$ cat src/rtl/cnn_pkg.sv
// Shared definitions for the MNIST CNN pipeline.
// Holds the fully-connected output score format and the class-index format.
// Downstream stages take their parameter defaults from this package.
package cnn_pkg;

    // Width of a signed class score coming out of the FC layer.
    localparam int FC_DATA_BITS   = 12;
    // Number of output classes (digits 0..9).
    localparam int NUM_CLASSES    = 10;
    // Width of a class index; 2**CLASS_IDX_BITS must cover NUM_CLASSES.
    localparam int CLASS_IDX_BITS = 4;

    typedef logic signed [FC_DATA_BITS-1:0] score_t;
    typedef logic [CLASS_IDX_BITS-1:0]      class_idx_t;

endpackage : cnn_pkg

$ cat src/rtl/argmax_comparator.sv
// argmax_comparator
// Final classification stage of the MNIST CNN. Accepts CLASS_NUM signed
// scores serially (the k-th valid beat of an image is class k) and reports
// the index of the largest one. Ties go to the lowest class index.
//
// Ports:
//   clk        rising-edge clock
//   rst_n      synchronous active-low reset
//   valid_in   data_in carries a score this cycle
//   data_in    signed class score
//   decision   index of the max score of the last completed image (held)
//   valid_out  one-cycle pulse, the cycle after the last score is sampled
//   max_value  winning score, registered with decision
//              (present only when ARGMAX_MAXVAL_EN is defined)
//
// Build option: define ARGMAX_MAXVAL_EN to add the max_value output.
module argmax_comparator
    import cnn_pkg::*;
#(
    parameter int DATA_BITS = FC_DATA_BITS,
    parameter int CLASS_NUM = NUM_CLASSES,
    parameter int IDX_BITS  = CLASS_IDX_BITS
) (
    input  logic                        clk,
    input  logic                        rst_n,
    input  logic                        valid_in,
    input  logic signed [DATA_BITS-1:0] data_in,
    output logic [IDX_BITS-1:0]         decision,
    output logic                        valid_out
`ifdef ARGMAX_MAXVAL_EN
    ,
    output logic signed [DATA_BITS-1:0] max_value
`endif
);

    localparam logic signed [DATA_BITS-1:0] MOST_NEG = {1'b1, {(DATA_BITS-1){1'b0}}};
    localparam logic [IDX_BITS-1:0]         ZERO_IDX = {IDX_BITS{1'b0}};
    localparam logic [IDX_BITS-1:0]         ONE_IDX  = {{(IDX_BITS-1){1'b0}}, 1'b1};
    localparam logic [IDX_BITS-1:0]         LAST_CNT = IDX_BITS'(CLASS_NUM - 1);

    logic [IDX_BITS-1:0]         cnt_q, cnt_d;
    logic [IDX_BITS-1:0]         idx_q, idx_d;
    logic signed [DATA_BITS-1:0] max_q, max_d;
    logic [IDX_BITS-1:0]         decision_q, decision_d;
    logic                        valid_q, valid_d;
`ifdef ARGMAX_MAXVAL_EN
    logic signed [DATA_BITS-1:0] maxval_q, maxval_d;
`endif

    // The current beat takes the lead if it opens the image or strictly beats
    // the running max; strictness is what makes the lowest index win ties.
    logic take_s;
    assign take_s = (cnt_q == ZERO_IDX) || (data_in > max_q);

    // Next-state logic: running max/index update and end-of-image decision.
    always_comb begin
        cnt_d      = cnt_q;
        idx_d      = idx_q;
        max_d      = max_q;
        decision_d = decision_q;
        valid_d    = 1'b0;
`ifdef ARGMAX_MAXVAL_EN
        maxval_d   = maxval_q;
`endif
        if (valid_in) begin
            if (cnt_q == LAST_CNT) begin
                // Winner includes the current beat; then re-arm for the next image.
                decision_d = take_s ? cnt_q : idx_q;
                valid_d    = 1'b1;
`ifdef ARGMAX_MAXVAL_EN
                maxval_d   = take_s ? data_in : max_q;
`endif
                cnt_d      = ZERO_IDX;
                idx_d      = ZERO_IDX;
                max_d      = MOST_NEG;
            end else begin
                if (take_s) begin
                    max_d = data_in;
                    idx_d = cnt_q;
                end else begin
                    max_d = max_q;
                    idx_d = idx_q;
                end
                cnt_d = cnt_q + ONE_IDX;
            end
        end else begin
            cnt_d = cnt_q;
        end
    end

    // State and output registers with synchronous active-low reset.
    always_ff @(posedge clk) begin
        if (!rst_n) begin
            cnt_q      <= ZERO_IDX;
            idx_q      <= ZERO_IDX;
            max_q      <= MOST_NEG;
            decision_q <= ZERO_IDX;
            valid_q    <= 1'b0;
`ifdef ARGMAX_MAXVAL_EN
            maxval_q   <= {DATA_BITS{1'b0}};
`endif
        end else begin
            cnt_q      <= cnt_d;
            idx_q      <= idx_d;
            max_q      <= max_d;
            decision_q <= decision_d;
            valid_q    <= valid_d;
`ifdef ARGMAX_MAXVAL_EN
            maxval_q   <= maxval_d;
`endif
        end
    end

    assign decision  = decision_q;
    assign valid_out = valid_q;
`ifdef ARGMAX_MAXVAL_EN
    assign max_value = maxval_q;
`endif

endmodule : argmax_comparator

$ cat config.mk
export PLATFORM = sky130hd
export DESIGN_NAME = argmax_comparator
export DESIGN_NICKNAME = d
export VERILOG_FILES = /design/src/rtl/cnn_pkg.sv /design/src/rtl/argmax_comparator.sv
export SDC_FILE = /design/constraint.sdc
export NUM_CORES = 1
export LEC_CHECK = 0
export ABC_AREA = 1
export CORE_MARGIN = 2
export CORE_UTILIZATION = 35
export CTS_CLUSTER_SIZE = 20
export DETAILED_ROUTE_END_ITERATION = 6
export PLACE_DENSITY = 0.58
export SLEW_MARGIN = 0
export SYNTH_ARGS = -nofsm -noshare
export SYNTH_HDL_FRONTEND = slang
export SYNTH_SLANG_ARGS = --single-unit
export TNS_END_PERCENT = 5
$ cat constraint.sdc
create_clock -name clk -period 4.15 [get_ports clk]
set_clock_uncertainty 0.2 [all_clocks]
set_input_delay 0.83 -clock clk [delete_from_list [all_inputs] [get_ports clk]]
set_output_delay 0.83 -clock clk [all_outputs]
set_load 0.03 [all_outputs]
==> metrics.txt, run 1 <==
hold endpoint decision[3]; wire per inst around 11 microns; Max IR drop VDD about 130 uV; CTS Buf Count 3; number of global-route vias before repair approximately 1200; vias per inst about 4.7; max_cap viols 0; Layout Utilization 43.82%; Least-Margin Pin Slew 0.7057 ns; CTS resizes 0; clk buf depth 2; net switching power between 0.15 and 0.2 mW; R2R Path Start max_q[11]; final setup violation count 0; area fraction of the dominant cell type after synthesis about a third; sequential share of the synthesized area about a third; Syn Inst Count 200; Startpoint Class input pin; overall power between 0.5 and 0.6 mW; Total GRT Usage a little over an eighth; Worst Setup SP data_in[11]; Hold Startpoint decision[3]; status finished clean; power density over cell area around 320 nW/um^2; hold path depth 2; core area 4029 sq um; I/O pins 20; Ys Warns 0; drt total wl 2.942 mm; largest net degree at the start of global routing 17; Pleak between 0.7 and 0.8 nW; CTS Sinks 25; PortBufs 19; clock power share between 20 and 30%; RSZ-0062 raised after global routing no; Synth area leaders dfxtp_1, nand2_1, ha_1; std cell rows 23; Final Hold Fails 0; CP Class in2reg; Mapped Avg Cell Area ~7.4 sq um; quantity of hold-fixing buffers added after cts 0; relative slew slack 52.95%; layout cells sized above 1 between 15 and 20%; n_diodes 0; initial antenna violation count 0; count of final max-slew check failures 0; initial core utilization 36.74%; critical path data arrival time roughly 2.9 ns; post-detailed-route count of antenna-violating nets 0; Reg2Reg Setup Slack between 1.5 and 2 ns; Sw Ratio 32.65%; Worst Path Required about 4.2 ns; post-CTS setup buffers 0; R2R cell count 10; worst min path class reg2reg; Synth area leader dfxtp_1; Layout Nets 249; DR pass1 iterations 4; setup_tns 0 ns; Logic pwr share 26.1%; Post-DP HPWL 2.192 mm; total gr overflow 0; FF-to-FF End max_q[1]; Sequential Power Share between 40% and 50%; post-synthesis cell area approximately 1500 sq um; area growth from synthesis to layout 19.27%; Synth cell types 25; number of DRC markers in iteration 0 slightly above 40; CP Capture Type register; GP Congestion around 0.8; post-layout min period ~2.9 ns; clock-pin slew on the worst setup and hold paths about 0.10 ns; Max H-tree Level 1; vias around 1300; root buf cell clkbuf_8; Int Power about 0.38 mW; Crit Path Max Fanout 12; Peak Freq around 350 MHz; global-route wire length before repair ~5.4 mm; die area between 4000 and 5000 sq um; CTS tree yes; Syn Nets ~230; Seq cells post-synth 25; DRC 0; die height roughly 69 microns; Die W 69.03 microns; Final Cycle Share between 60% and 70%; worst skew pair latency around 0.28 ns
==> power by group through the flow <==
stage | Sequential, mW | Combinational, mW | Clock, mW
2_1_floorplan | 0.265 | 0.117 | 0
3_3_place_gp | 0.267 | 0.148 | 0
3_5_place_dp | 0.266 | 0.149 | 0
4_1_cts | 0.261 | 0.150 | 0.161
5_1_grt | 0.263 | 0.170 | 0.170
6_report | 0.261 | 0.148 | 0.157
==> cell usage in the layout (no fill, tap or decap), types with 2 or more instances in the layout <==
| cell | Yosys | final |
|---|---|---|
| buf_4 | 0 | 2 |
| nand2_2 | 13 | 13 |
| ha_1 | 12 | 12 |
| nand4_1 | 3 | 3 |
| nand2_1 | 46 | 46 |
| nor2_1 | 6 | 6 |
| nand2_4 | 2 | 2 |
| inv_1 | 32 | 32 |
| a21oi_2 | 5 | 5 |
| clkbuf_8 | 0 | 3 |
| nand3_2 | 2 | 2 |
| clkdlybuf4s50_1 | 0 | 19 |
| a21oi_1 | 17 | 17 |
| dfxtp_1 | 25 | 25 |
| nand3_1 | 23 | 23 |
==> layer usage <==
| layer | global-route usage, % | part of all wire (%) | vias up | wire, microns |
|---|---|---|---|---|
| met5 | 0 | 0 | - | 0 |
| met4 | 6.536 | 1.7 | 0 | 50 |
| met3 | 2.193 | 4.6 | 4 | 135 |
| met2 | 19.55 | 40 | 29 | 1181 |
| met1 | 19.73 | 54 | 547 | 1576 |
| li1 | - | - | 683 | - |
==> critical path: stages <==
cell	delay, ns
clkdlybuf4s50_1	0.43
ha_1	0.37
a21o_1	0.21
nor2_2	0.16
nand4_1	0.17
nand3_4	0.15
nand3_2	0.08
nand2_2	0.30
nand2_1	0.08
a21oi_1	0.12
==> cell families (layout without fill, tap and decap cells) <==
group / count (synthesis) / in the layout / share of synthesized area [%]
AO/OA/AOI/OAI: 25 / 25 / 10.06
adder cells (fa/ha/maj): 12 / 12 / 10.14
AND/OR/NAND/NOR: 100 / 100 / 35.25
buffers and inverters: 38 / 59 / 10.73
flip-flops: 25 / 25 / 33.81
==> synth_stat cells, drive strengths merged <==
master   n
o21ai    1
nand3   26
ha      12
clkinv   1
buf      4
inv     33
nor2     8
nand4    5
dfxtp   25
a21o     1
a21oi   22
o211ai   1
nand2   61
==> flip-flops by register name, summed over array words and instances, names as in the netlist <==
signal,count
valid_out,1
idx_q,4
cnt_q,4
max_q,12
decision,4
==> final cells by class <==
type / instances / area [sq um]
multi-input cells: 137 / 820.8
clock buffers: 3 / 41.29
repair buffers: 21 / 205.2
fillers: 426 / 2263
well taps: 50 / 62.56
clock inverters: 1 / 7.507
flip-flops and latches: 25 / 500.5
inverters: 34 / 127.6
==> metrics by stage <==
| step | std cells | instance area, sq um | hold WS, ns | setup slack, ns |
|---|---|---|---|---|
| detailed placement | 267 | 1717 | 0.2454 | 0.9540 |
| finish | 271 | 1765 | 0.2594 | 1.260 |
| global route | 271 | 1765 | 0.2888 | 1.023 |
| floorplan | 200 | 1480 | 0.2289 | 1.638 |
| CTS | 271 | 1765 | 0.2615 | 1.237 |
| global placement | 267 | 1717 | 0.2385 | 0.9948 |
==> worst max path at each step <==
stage,slack (ns),end,cells past startpoint
finish,1.26,max_q[1],10
global route,1.02,max_q[0],13
CTS,1.24,max_q[1],10
detailed placement,0.95,max_q[1],10
global placement,0.99,max_q[0],10
floorplan,1.64,max_q[10],10
No activity file was read; power rests on OpenSTA's default activity.
==> run 2, diff against run 1 <==
clock period = 2.8 ns   (was 4.15 ns; I/O delays follow)
==> metrics.txt, run 2 (synthesis gave the netlist of run 1 again) <==
Reg area 500.5 sq um; relative slew slack 76.34%; Least-Margin Pin Slew between 0.3 and 0.4 ns; commonest non-fill, non-tap cell in the layout nand2_1; power density over cell area around 460 nW/um^2; Post-DP HPWL 2.205 mm; Die W between 60 and 70 microns; Hold Slack between 0.2 and 0.3 ns; core area 4029 sq um; post-layout min period ~2.6 ns; Max H-tree Level 1; CP Capture Type register; Critical path destination max_q[1]; CTS tree yes; Top reg by flops max_q; global-route wire length before repair 5.299 mm; most frequent cells in the layout nand2_1, inv_1, dfxtp_1; worst min path class reg2reg; RSZ-0062 raised after global routing no; FF-to-FF End max_q[1]; I/O pins 20; CTS resizes 0; overall power roughly 0.83 mW; vias around 1300; number of global-route vias before repair approximately 1200; CTS Sinks 25; Final Cycle Share ~92%; area of the multi-input gates 820.8 sq um; Layout Nets approximately 250; total gr overflow 0; CTS Buf Count 3; DR pass1 iterations 4; Worst Path Required 2.80 ns; count of final max-slew check failures 0; Startpoint Class input pin; final setup violation count 0; initial core utilization between 30% and 40%; number of flip-flops in the largest register 12; vias per inst ~4.7; R2R cell count 10; largest net degree at the start of global routing 17; dpl ws -0.06071 ns; number of DRC markers in iteration 0 39; status finished clean; Filler cells about 420; post-detailed-route count of antenna-violating nets 0; worst skew pair latency between 0.2 and 0.3 ns; Pleak slightly above 0.8 nW; clock-pin slew on the worst setup and hold paths 0.08 ns; layout cells sized above 1 16.81%; n_diodes 0; area growth from synthesis to layout 21.56%; die area ~4800 sq um; clk buf depth 2; post-CTS setup buffers 0; CP Class in2reg; drt total wl just under 3 mm; R2R Path Start max_q[11]; die height approximately 70 microns; initial antenna violation count 0; max_cap viols 0; Worst Setup SP data_in[11]; std cell rows 23; quantity of hold-fixing buffers added after cts 0; Max IR drop VDD ~350 uV; critical path data arrival time 2.57 ns; Peak Freq just under 400 MHz; Reg2Reg Setup Slack between 0.6 and 0.7 ns; Total GRT Usage 13.28%; final setup margin approximately 0.24 ns; wire per inst between 10 and 15 microns; Crit Path Max Fanout 12; DRC 0; Final Hold Fails 0; root buf cell clkbuf_8; PortBufs 19; Layout Utilization between 40% and 50%; GP Congestion about 0.79
[run 2: changes by cell type in the layout (fill, tap and decap cells not counted), sizes merged]
| cell | previous run | this run |
|---|---|---|
| clkbuf | 3 | 4 |
| clkinvlp | 1 | 0 |
| buf | 2 | 7 |
[run 2: worst min-delay path by stage]
stage / from / slack, ns / endpoint / depth (start not counted)
2_1_floorplan: max_q[11] / 0.23 / max_q[11] / 2
3_3_place_gp: decision[0] / 0.24 / decision[0] / 2
3_5_place_dp: decision[1] / 0.24 / decision[1] / 2
4_1_cts: decision[1] / 0.26 / decision[1] / 2
5_1_grt: max_q[10] / 0.28 / max_q[10] / 2
6_report: decision[1] / 0.25 / decision[1] / 2
[run 2: cell type report]
class                   instances  area share, %
flip-flops and latches         25          27.82
multi-input cells             137          45.62
inverters                      34          7.093
repair buffers                 26          13.49
clock buffers                   4          2.503
well taps                      50          3.477
[run 2: stage by stage]
stage | TNS (ns) | instance area (sq um) | instances
global placement | -0.01947 | 1754 | 272
global route | 0 | 1799 | 276
detailed placement | -0.5305 | 1754 | 272
finish | 0 | 1799 | 276
CTS | 0 | 1799 | 276
floorplan | 0 | 1480 | 200
[run 2: layer usage]
layer / global-route usage, % / up-vias / wire, microns
met3: 3.363 / 2 / 103
met4: 3.922 / 0 / 38
met2: 19.34 / 21 / 1142
met5: 0 / - / 0
li1: - / 690 / -
met1: 19.19 / 571 / 1605
[run 2: power by group]
| part | internal, mW | total, mW | switching [mW] |
|---|---|---|---|
| clock | 0.102 | 0.211 | 0.109 |
| sequential | 0.375 | 0.386 | 0.0116 |
| combinational | 0.0983 | 0.231 | 0.133 |
[run 2: worst max-delay path: stages]
cell and delay, ns:
clkdlybuf4s50_1 0.42, ha_1 0.35, a21o_1 0.20, nor2_2 0.16
nand4_1 0.16, nand3_4 0.13, nand3_2 0.07, nand2_2 0.29
nand2_1 0.09, a21oi_1 0.12
==> RTL change 1: new RTL, settings of run 2 <==
Set the package constant `FC_DATA_BITS` to 24 (it was 12).
--- a/src/rtl/cnn_pkg.sv
+++ b/src/rtl/cnn_pkg.sv
@@ -5,5 +5,5 @@
 
     // Width of a signed class score coming out of the FC layer.
-    localparam int FC_DATA_BITS   = 12;
+    localparam int FC_DATA_BITS   = 24;
     // Number of output classes (digits 0..9).
     localparam int NUM_CLASSES    = 10;
Ports: changed (resized data_in); port bits go from 20 to 32. No check against the original RTL was run, so the function may have changed too.
==> RTL change 1 against run 2 <==
Wire length up 62%; clock power grew 94%; synthesized area is 45% higher; utilization increased by 2.1 points; cell area rose by 54%; critical endpoint is now idx_q[1]$_SDFFE_PN0P_; combinational power grew 55%; via count rose by 55%; sequential cell count grew 12; total power is 62% higher; worst hold slack better by 4.2 ps; cell count rose by 53%; worst setup slack worse by 86 ps.
==> RTL change 1: results (changes against run 2) <==
HPWL Detailed -> 3500 um (was 2200 um)
Reg-to-Reg Start -> max_q[15]$_SDFFE_PN0P_ (was max_q[11]$_SDFFE_PN1P_)
CTS Buf Count -> 5 (was 3)
critical hold path startpoint -> decision[2]$_SDFFE_PN0P_ (was decision[1]$_SDFFE_PN0P_)
metal3 WL -> 189 um (was 103 um)
VDD IR max -> 0.263 mV (was 0.350 mV)
max reg flops -> 24 (was 12)
syn_area_per_cell -> 7.07 sq um (was 7.40 sq um)
largest cells by area after synthesis -> dfxtp_1 (35%), nand2_1 (14%), ha_1 (14%) (was dfxtp_1 (34%), nand2_1 (12%), ha_1 (10%))
met2 routed WL -> 2090 um (was 1140 um)
Cell variety after synth -> 19 (was 25)
global-route wire length before repair -> 7970 um (was 5300 um)
Place WS -> -227 ps (was -60.7 ps)
post-synthesis sequential area ratio -> 34.6% (was 33.8%)
Post-synth top cells -> nand2_1 (82), inv_1 (47), a21oi_1 (37), dfxtp_1 (37), nand3_1 (36) (was nand2_1 (46), inv_1 (32), dfxtp_1 (25))
P_seq -> 577 uW (was 386 uW)
Iter 0 DRT Violations -> 41 (was 39)
gr usage total -> 15.1% (was 13.3%)
placed cell count -> 414 (was 272)
switching share of power -> 29.9% (was 30.6%)
combinational cell power -> 357 uW (was 231 uW)
Filler cells -> 605 (was 421)
met2 usage -> 24.8% (was 19.3%)
# port buffers -> 31 (was 19)
Pint -> 942 uW (was 575 uW)
largest net degree at the start of global routing -> 25 (was 17)
status -> complete, no violations (unchanged)
wl on met1 -> 2360 um (was 1610 um)
vias in the first global route -> 1828 (was 1219)
Avg Vias per Cell -> 4.72 (was 4.65)
met1 GRT Util -> 19.7% (was 19.2%)
Residual DRC -> 0 (unchanged)
Worst slew margin -> 73.4% (was 76.3%)
Crit Path Max Fanout -> 4 (was 12)
Wirelength per Cell -> 11.1 um (was 10.5 um)
critical path launch point -> data_in[23] (was data_in[11])
Worst EP arrival -> 2670 ps (was 2570 ps)
share of layout cells above drive strength 1 -> 10.7% (was 16.8%)
LEAKAGE -> 0.00125 uW (was 0.000814 uW)
Root Buffer -> clkbuf_8 (unchanged)
Nets -> 397 (was 254)
later-pin clock latency in the skew report -> 290 ps (was 260 ps)
GR Layer Usage met3 -> 3.70% (was 3.36%)
Finished Layout Cells -> 422 (was 276)
gpl congestion -> 0.821 (was 0.791)
CTS H-tree lvls -> 2 (was 1)
diode count -> 0 (unchanged)
Syn Nets -> 354 (was 227)
## RTL change 1: cell types whose count changed after synthesis, moves of 7 or more
cell     change
dfxtp_1     +12
ha_1        +12
nor2_1       +7
nand2_2     -13
nand3_1     +13
nand2_1     +36
inv_1       +15
a21oi_1     +20
## RTL change 1: path summary, 6_finish.rpt
kind	endpoint	slack, ps	cells past startpoint
setup / recovery	idx_q[1]$_SDFFE_PN0P_	150	14
hold / removal	decision[2]$_SDFFE_PN0P_	260	2
setup reg to reg	idx_q[1]$_SDFFE_PN0P_	510	12
hold reg to reg	decision[2]$_SDFFE_PN0P_	260	2
## RTL change 1: cells by family (layout without fill, tap and decap cells)
group                      after synthesis  count (layout)  synth area share, %
AOI/OAI and AO/OA                       41              41                 9.82
xor gates and xnor gates                 1               1                0.409
adders and majority gates               24              24                 14.0
buffers and inverters                   56             100                 10.9
DFF                                     37              37                 34.6
and+or+nand+nor                        144             144                 30.3
## RTL change 1: what timing repair did
item                                    CTS  global route
gates resized for setup                   0            17
hold buffers                              0             0
endpoints found under the setup margin    0            28
## RTL change 1: area by class of cell
type                    count  area share, %
repair buffers             45           15.6
clock buffers               7           3.48
flip-flops and latches     37           26.8
well taps                  75           3.39
inverters                  47           6.38
clock inverters             1          0.181
multi-input cells         210           44.2
## RTL change 1: stage by stage
| step | hold WS [ps] | util [%] |
|---|---|---|
| CTS | 265 | 45.6 |
| detailed placement | 243 | 43.9 |
| global placement | 248 | 43.9 |
| finish | 258 | 46.7 |
| global route | 279 | 46.7 |
| floorplan | 229 | - |
## RTL change 1: critical path, stage by stage
cell and delay, ps:
clkdlybuf4s50_1 430, ha_1 350, nand4_1 140, buf_4 150
a21oi_1 150, nor2_2 80, nand3_2 90, nand2_1 80
nand3_4 120, nand2_4 70, buf_4 150, nand2_1 80
nand3_1 100, a21oi_2 130
==> RTL change 2: new RTL, config.mk and constraints of run 2 <==
Without the edit above. Make the reset (`rst_n`) asynchronous in one clocked block. Comments in the files are not updated.
--- a/src/rtl/argmax_comparator.sv
+++ b/src/rtl/argmax_comparator.sv
@@ -90,5 +90,5 @@
 
     // State and output registers with synchronous active-low reset.
-    always_ff @(posedge clk) begin
+    always_ff @(posedge clk or negedge rst_n) begin
         if (!rst_n) begin
             cnt_q      <= ZERO_IDX;
Check against the original RTL: no difference found for any inputs over 10 cycles, from zero or initial values and one cycle with rst_n low; that may be too few to reach the edited logic, so the function may still have changed.
==> RTL change 2 against run 2 <==
Wire length grew 5.2%; sequential cell count is the same; register-to-register slack lost 140 ps; critical path type unchanged; cell area grew 3.3%; utilization shrank 1.4 points; synthesized area grew 4.4%; worst setup slack gained 48 ps; die area grew 4.1%.
Power is not compared: it rests on default switching activity, and its combinational part moved more than twofold at a synthesized area within 25%.
==> RTL change 2: results (changes against run 2) <==
Wirelength per Cell -> 11.4 um (was 10.5 um)
largest net degree at the start of global routing -> 16 (was 17)
post-synthesis sequential area ratio -> 40.6% (was 33.8%)
gr usage total -> 13.8% (was 13.3%)
ClkCell Share -> 2.62% (was 2.50%)
r2r worst-path depth -> 11 (was 10)
wl on met1 -> 1410 um (was 1610 um)
Iter 0 DRT Violations -> 46 (was 39)
critical hold path startpoint -> max_q[11]$_DFFE_PN1P_ (was decision[1]$_SDFFE_PN0P_)
Place WS -> -28.0 ps (was -60.7 ps)
share of layout cells above drive strength 1 -> 19.5% (was 16.8%)
Multi-In Gates -> 130 (was 137)
power consumption -> 1950 uW
placed cell area -> 1810 sq um (was 1750 sq um)
Crit Path Max Fanout -> 13 (was 12)
vias in the first global route -> 1282 (was 1219)
Seq/total area -> 33.7% (was 27.8%)
global-route wire length before repair -> 5550 um (was 5300 um)
status -> complete, no violations (unchanged)
xor/xnor share of the synthesized area -> 1.13% (was 0%)
post-synthesis adder-cell area fraction -> 9.72% (was 10.1%)
Hold Path End -> max_q[11]$_DFFE_PN1P_ (was decision[1]$_SDFFE_PN0P_)
Finished Layout Cells -> 267 (was 276)
area fraction in compound gates after synthesis -> 2.67% (was 10.1%)
Reg-to-Reg Start -> max_q[11]$_DFFE_PN1P_ (was max_q[11]$_SDFFE_PN1P_)
buffering overhead -> 12.7% (was 13.5%)
nonclk inv count -> 31 (was 34)
Gate Count Post-Synth -> 189 (was 200)
Worst EP arrival -> 2480 ps (was 2570 ps)
Post-synth ARST share -> 100% (was 0%)
Filler cells -> 452 (was 421)
placed cell count -> 263 (was 272)
multi-input combinational cell area -> 767 sq um (was 821 sq um)
Avg Vias per Cell -> 4.57 (was 4.65)
final hold slack -> 270 ps (was 254 ps)
FP Rows -> 24 (was 23)
gpl congestion -> 0.789 (was 0.791)
flop2flop setup slack -> 470 ps (was 610 ps)
largest cells by area after synthesis -> dfrtp_1 (39%), nand2_1 (13%), ha_1 (9.7%) (was dfxtp_1 (34%), nand2_1 (12%), ha_1 (10%))
post-route cell area -> 1860 sq um (was 1800 sq um)
Post-synth top cells -> nand2_1 (55), inv_1 (25), dfrtp_1 (24) (was nand2_1 (46), inv_1 (32), dfxtp_1 (25))
Slew @ Worst Pin -> 592 ps (was 354 ps)
reg2reg end -> decision[2]$_DFFE_PN0P_ (was max_q[1]$_SDFFE_PN0P_)
RTL change 2: cell count changes after synthesis, sizes merged, moves of 2 or more:
cell,delta
a21oi,-17
buf,-2
dfrtp,+24
dfxtp,-25
inv,-2
nand2,+10
nand3,-2
nor2,-2
xor2,+2
RTL change 2: worst max path at each step:
| stage | to | slack [ps] | cells after the start |
|---|---|---|---|
| 3_3_place_gp | decision[0]$_DFFE_PN0P_ | 10 | 11 |
| 3_5_place_dp | decision[2]$_DFFE_PN0P_ | -30 | 14 |
| 6_report | decision[2]$_DFFE_PN0P_ | 290 | 11 |
| 5_1_grt | decision[0]$_DFFE_PN0P_ | 90 | 14 |
| 4_1_cts | decision[2]$_DFFE_PN0P_ | 260 | 11 |
| 2_1_floorplan | max_q[10]$_DFFE_PN0P_ | 610 | 11 |
RTL change 2: metal layers:
metal | vias to the layer above | global-route usage [%]
met5 | - | 0
met4 | 0 | 4.49
met3 | 4 | 1.59
met2 | 14 | 24.4
met1 | 553 | 17.3
li1 | 650 | -
